File: src/rtl/seq_bit_serializer.sv
// Serializes parallel words MSB-first onto x for the sequence detector; en paces the stream.
// Define SEQ_SERIALIZER_PARITY_EN to append an even-parity bit after each word's LSB.
module seq_bit_serializer #(
    parameter int   WIDTH    = 8,
    parameter logic IDLE_BIT = 1'b0
) (
    input  logic             clk,
    input  logic             rst_n,
    input  logic             en,
    input  logic [WIDTH-1:0] din,
    input  logic             load_valid,
    output logic             load_ready,
    output logic             x,
    output logic             x_valid,
    output logic             busy,
    output logic             done
);

`ifdef SEQ_SERIALIZER_PARITY_EN
    localparam int FRAME = WIDTH + 1;
`else
    localparam int FRAME = WIDTH;
`endif
    localparam int            CW       = $clog2(FRAME + 1);
    localparam logic [CW-1:0] LAST_CNT = CW'(FRAME - 1);

    typedef enum logic {
        IDLE  = 1'b0,
        SHIFT = 1'b1
    } state_t;

    state_t           state_reg;
    logic [FRAME-1:0] shift_reg;
    logic [CW-1:0]    cnt_reg;
    logic             x_reg;
    logic             x_valid_reg;
    logic             busy_reg;

    logic             last_consume;
    logic             handshake;
    logic [FRAME-1:0] load_word;

`ifdef SEQ_SERIALIZER_PARITY_EN
    assign load_word = {din, ^din};
`else
    assign load_word = din;
`endif

    // The last bit is consumed only on an enabled edge, so done and load_ready
    // both follow en in that cycle; this is what lets a reload stream gap-free.
    assign last_consume = (state_reg == SHIFT) && (cnt_reg == LAST_CNT) && en;
    assign load_ready   = (state_reg == IDLE) || last_consume;
    assign handshake    = load_valid && load_ready;
    assign done         = last_consume;

    assign x       = x_reg;
    assign x_valid = x_valid_reg;
    assign busy    = busy_reg;

    always_ff @(posedge clk or negedge rst_n) begin
        if (!rst_n) begin
            state_reg   <= IDLE;
            shift_reg   <= '0;
            cnt_reg     <= '0;
            x_reg       <= IDLE_BIT;
            x_valid_reg <= 1'b0;
            busy_reg    <= 1'b0;
        end else if (handshake) begin
            state_reg   <= SHIFT;
            shift_reg   <= load_word;
            cnt_reg     <= '0;
            x_reg       <= din[WIDTH-1];
            x_valid_reg <= 1'b1;
            busy_reg    <= 1'b1;
        end else if (state_reg == SHIFT && en) begin
            if (cnt_reg != LAST_CNT) begin
                shift_reg <= shift_reg << 1;
                cnt_reg   <= cnt_reg + CW'(1);
                x_reg     <= shift_reg[FRAME-2];
            end else begin
                state_reg   <= IDLE;
                cnt_reg     <= '0;
                x_reg       <= IDLE_BIT;
                x_valid_reg <= 1'b0;
                busy_reg    <= 1'b0;
            end
        end
    end

endmodule

File: config.mk
export PLATFORM = sky130hd
export DESIGN_NAME = seq_bit_serializer
export DESIGN_NICKNAME = d
export VERILOG_FILES = /design/src/rtl/seq_bit_serializer.sv
export SDC_FILE = /design/constraint.sdc
export NUM_CORES = 1
export LEC_CHECK = 0
export ABC_AREA = 1
export ABC_CLOCK_PERIOD_IN_PS = 3000
export CORE_MARGIN = 2
export CORE_UTILIZATION = 51
export DETAILED_ROUTE_END_ITERATION = 16
export PLACE_DENSITY = 0.89
export RECOVER_POWER = 50
export SYNTH_ARGS = -nofsm -noshare
export SYNTH_HDL_FRONTEND = slang
export SYNTH_SLANG_ARGS = --single-unit
export TNS_END_PERCENT = 100
File: constraint.sdc
create_clock -name clk -period 3 [get_ports clk]
set_input_delay 0.45 -clock clk [delete_from_list [all_inputs] [get_ports clk]]
set_output_delay 0.45 -clock clk [all_outputs]
set_load 0.05 [all_outputs]
==> impl_metrics.ini, run 1 <==
[detailed_routing]
routedWlPerCell_um = 11.4
vias = 677
viasPerCell = 5.21
detail-route-antenna-nets = 0
post-route-drc-count = 0
routed_wl_um = 1480
drt_iter0_markers = 15
dr.pass1.iters = 4

[yosys]
synth.avg_cell_area_um2 = 7.84
synth_top_area_cell = dfrtp_1
synth_area_um2 = 761
synth.distinct_cells = 19
syn_inst = 97
syn_nets = 110
synth_warnings = 0
synth_seq_area_share_pct = 42.8
netlist_top_cells_area = dfrtp_1, nand2_1, nand3_1
synth-seq-cells = 13
netlist.area_leader.share_pct = 42.8

[timing]
max_freq_ghz = 0.390
tns_ps = 0
min_period_ps = 2560
slew_headroom_pct = 61.4
setup_slack_ps = 438
finalClockSkew_ps = 6.20
final-hold-violation-count = 0
min_period_over_period_pct = 85.4
whs_ps = 486
slew_viol_final = 0
rsz0062_at_grt = no
worst_slew_pin_slew_ps = 577
setup_viol = 0

[setup_path]
crit_chain = ha_1 > nand2_1 > nor2_4 > nand2_2 > nand2_2 > clkdlybuf4s50_1
startpoint_type = register
r2r-start = cnt_reg[0]$_DFFE_PN0P_
required_ps = 2550
cpPeakStageDelay_ps = 800
worstSetupPathType = reg2out
worstSetupEndpointType = output port
startpoint = cnt_reg[0]$_DFFE_PN0P_
crit_slowest_cell = clkdlybuf4s50_1
crit_top_cell = nand2_2
cp_max_fo = 4
cp_data_arrival_time_ps = 2110

[power_and_ir_drop]
power.density_mw_per_mm2 = 741
peakVddDrop_mv = 0.430
p_leak_nw = 0.491
p_total_mw = 0.699

[floorplanning]
dieArea_mm2 = 0.00182
core_mm2 = 0.00135
rows = 13
io_pins = 17
die_h_um = 42.6
initial_core_util_pct = 56.3
die_w_um = 42.6

[place]
place_congestion = 0.733
pre_cts_ws_ps = 499
portBuffers = 16
hpwlAfterDp_um = 1170

[clock_tree]
cts-buffers-inserted = 3
postCtsSetupBuffers = 0
cts-root-buf = clkbuf_4
cts.repair.resized = 0
clock_sinks = 13
clk_pin_slew_ps = 80
ctsLongestPathBuffers = 2
cts_tree = built
ctsHoldBuffers = 0
worstSkewPairLatency_ps = 280
htree_levels = 1

[cells_and_area]
final_cell_mix = nand2_1, nand3_1, inv_1, clkdlybuf4s50_1, dfrtp_1
antennaDiodeCount = 0
largest_reg_flops = 7
fin_nets = 129
utilization_pct = 69.9
area_growth_pct = 24.0
layout-drive-gt1-share_pct = 17.4
final_common_cell = nand2_1

[global_routing]
grt_pass1_wl_um = 2590
grt_antenna_before_repair = 0
grt_max_degree = 14
grtUsageTotal_pct = 19.3
overflow = 0
grt_pass1_vias = 646

[status]
status = finished clean

[min_path]
hold_path.class = reg2reg
hold_start = shift_reg[3]$_DFFE_PN0P_

[job]
cap_violations = 0
## cells in the mapped netlist, drive strengths merged
cell	number
inv	18
buf	3
dfrtp	13
nor3b	1
ha	1
a21oi	6
nand2	30
nor2	6
o21ai	3
nand3	16
## per-layer routing
metal | wire length (um) | track usage, % | vias to the layer above
met5 | 0 | 0 | -
li1 | - | - | 338
met1 | 601 | 20.3 | 310
met3 | 84 | 3.45 | 5
met4 | 40 | 11.9 | 0
met2 | 759 | 34.5 | 24
## cells by family (layout without fill, tap and decap cells)
| kind of cell | count (synthesis) | in the layout | share of synthesized area (%) |
|---|---|---|---|
| compound gates | 9 | 9 | 7.90 |
| fa+ha+maj | 1 | 1 | 1.64 |
| buf+inv | 21 | 39 | 13.2 |
| flops | 13 | 13 | 42.8 |
| simple gates | 53 | 53 | 34.5 |
## stage by stage
stage          instances  area [um^2]
2_1_floorplan         97          761
4_1_cts              130          943
6_report             130          943
3_5_place_dp         126          917
5_1_grt              130          943
3_3_place_gp         126          917
## power by group
part / switching (mW) / internal [mW]
sequential: 0.0479 / 0.242
clock: 0.0585 / 0.0517
combinational: 0.184 / 0.115
## path summary, 6_finish.rpt
check,cells after the start,end,slack [ps]
hold reg to reg,2,shift_reg[3]$_DFFE_PN0P_,490
max in group asynchronous,1,shift_reg[3]$_DFFE_PN0P_,2020
hold / removal,2,shift_reg[3]$_DFFE_PN0P_,490
min in group asynchronous,1,cnt_reg[3]$_DFFE_PN0P_,600
setup reg to reg,9,cnt_reg[1]$_DFFE_PN0P_,1360
setup / recovery,6,load_ready,440
## worst max-delay path, delay by kind of cell, from the launching register on
family / cells / cell delay (ps)
flip-flops: 1 / 400
buffers and inverters: 1 / 800
adder cells (fa/ha/maj): 1 / 180
AND/OR/NAND/NOR: 4 / 440
## area by class of cell
cell class,count,area (um^2)
inverter,18,70.1
tap,15,18.8
timing repair buffer,17,168
sequential,13,325
multi-input combinational,63,335
fill,125,407
clock buffer,4,26.3
No activity file was read; power rests on OpenSTA's default activity.
==> inputs of run 2 (changes only) <==
--- a/config.mk
+++ b/config.mk
@@ -10,6 +10,7 @@
 export CORE_MARGIN = 2
 export CORE_UTILIZATION = 51
 export DETAILED_ROUTE_END_ITERATION = 16
+export MAX_ROUTING_LAYER = met4
 export PLACE_DENSITY = 0.89
 export RECOVER_POWER = 50
 export SYNTH_ARGS = -nofsm -noshare
==> results of run 2 <==
No change in the layout: final DEF, timing and power equal those of run 1.
Among the figures that moved: final weighted congestion in routability-driven placement 0.733 -> 0.742; overall routing resource usage 19.3% -> 19.8%
==> inputs of run 3 (changes only) <==
--- a/config.mk
+++ b/config.mk
@@ -6,7 +6,8 @@
 export NUM_CORES = 1
 export LEC_CHECK = 0
 export ABC_AREA = 1
-export ABC_CLOCK_PERIOD_IN_PS = 3000
+export ABC_CLOCK_PERIOD_IN_PS = 3200
+export CAP_MARGIN = 20
 export CORE_MARGIN = 2
 export CORE_UTILIZATION = 51
 export DETAILED_ROUTE_END_ITERATION = 16
==> constraint.sdc (replaced) <==
create_clock -name clk -period 3.2 [get_ports clk]
set_input_delay 0.48 -clock clk [delete_from_list [all_inputs] [get_ports clk]]
set_output_delay 0.48 -clock clk [all_outputs]
set_load 0.05 [all_outputs]
==> impl_metrics.ini, run 3 (synthesized netlist as in run 1, its figures left out) <==
[power_and_ir_drop]
p_total_mw = 0.649
power.density_mw_per_mm2 = 695
p_leak_nw = 0.489
peakVddDrop_mv = 0.417

[clock_tree]
cts-root-buf = clkbuf_4
worstSkewPairLatency_ps = 270
postCtsSetupBuffers = 0
clock_sinks = 13
clk_pin_slew_ps = 90
ctsLongestPathBuffers = 2
htree_levels = 1
cts_tree = built
ctsHoldBuffers = 0
cts-buffers-inserted = 3
cts.repair.resized = 0

[setup_path]
cp_data_arrival_time_ps = 2400
cp_max_fo = 11
required_ps = 2720
startpoint_type = register
worstSetupPathType = reg2out
cp_top_family = buffers and inverters
worstSetupEndpointType = output port
crit_top_cell = nand2_1
crit_chain = ha_1 > nand2_1 > nor2_4 > nand2_2 > nand2_1 > clkdlybuf4s50_1
r2r-start = cnt_reg[0]$_DFFE_PN0P_
crit_slowest_cell = clkdlybuf4s50_1
cpPeakStageDelay_ps = 880
crit_buf_inv = 1
startpoint = cnt_reg[0]$_DFFE_PN0P_

[cells_and_area]
final_cell_mix = nand2_1, nand3_1, inv_1, clkdlybuf4s50_1, dfrtp_1
n_fill_cell = 115
utilization_pct = 69.2
layout-drive-gt1-share_pct = 16.7
largest_reg_flops = 7
finalNonFillerCells = 129
antennaDiodeCount = 0
fin_nets = 128
area_growth_pct = 22.9
final_common_cell = nand2_1
finish.instance_area_um2 = 935

[floorplanning]
io_pins = 17
die_h_um = 42.6
die_w_um = 42.6
core_mm2 = 0.00135
dieArea_mm2 = 0.00182
rows = 13
initial_core_util_pct = 56.3

[timing]
worst_slew_pin_slew_ps = 595
setup_slack_ps = 319
min_period_ps = 2880
min_period_over_period_pct = 90.0
slew_viol_final = 0
finalClockSkew_ps = 0.588
final-hold-violation-count = 0
whs_ps = 487
setup_viol = 0
max_freq_ghz = 0.347
slew_headroom_pct = 60.2
tns_ps = 0
rsz0062_at_grt = no

[detailed_routing]
routedWlPerCell_um = 11.5
routed_wl_um = 1490
dr.pass1.iters = 4
post-route-drc-count = 0
detail-route-antenna-nets = 0
vias = 681
viasPerCell = 5.28
drt_iter0_markers = 15

[place]
place_congestion = 0.743
placed_cells = 125
postPlaceCellArea_um2 = 910
portBuffers = 16
hpwlAfterDp_um = 1080
pre_cts_ws_ps = 492

[global_routing]
grt_max_degree = 14
grt_pass1_vias = 636
grtUsageTotal_pct = 19.8
overflow = 0
grt_pass1_wl_um = 2660
grt_antenna_before_repair = 0

[min_path]
hold_start = shift_reg[3]$_DFFE_PN0P_
hold_path.class = reg2reg

[job]
cap_violations = 0

[status]
status = finished clean
-- run 3: worst reg2reg max path, cell delays in order, from the launching register on --
cell and delay (ps):
dfrtp_1 410, ha_1 190, nand2_1 100, nor2_4 160
nand2_2 80, nand2_1 300, nand2_2 210, nand2_1 100
nand3_1 70, nand2_1 70
-- run 3: area by class of cell --
| class | count | area, um^2 | area share (%) |
|---|---|---|---|
| Tap cell | 15 | 18.8 | 2.01 |
| Inverter | 18 | 70.1 | 7.50 |
| Clock buffer | 3 | 22.5 | 2.41 |
| Clock inverter | 1 | 5.00 | 0.535 |
| Multi-Input combinational cell | 63 | 333 | 35.6 |
| Sequential cell | 13 | 325 | 34.8 |
| Timing Repair Buffer | 16 | 160 | 17.1 |
-- run 3: worst paths after layout --
| check | endpoint | slack (ps) | depth (start not counted) |
|---|---|---|---|
| setup / recovery | load_ready | 320 | 6 |
| hold / removal | shift_reg[3]$_DFFE_PN0P_ | 490 | 2 |
| setup reg to reg | shift_reg[4]$_DFFE_PN0P_ | 1460 | 9 |
| hold reg to reg | shift_reg[3]$_DFFE_PN0P_ | 490 | 2 |
| max in group asynchronous | shift_reg[4]$_DFFE_PN0P_ | 2170 | 1 |
| min in group asynchronous | cnt_reg[2]$_DFFE_PN0P_ | 640 | 1 |
-- run 3: power by group --
part	switching (mW)	internal [mW]
logic	0.170	0.103
clock network	0.0575	0.0463
registers	0.0452	0.227
-- run 3: metal layers --
| metal | up-vias | track usage (%) | share of wire (%) |
|---|---|---|---|
| met2 | 27 | 33.9 | 52 |
| met3 | 6 | 2.59 | 4.9 |
| met4 | 0 | 7.50 | 2.4 |
| met1 | 314 | 23.2 | 40 |
| met5 | - | - | 0 |
| li1 | 334 | - | - |
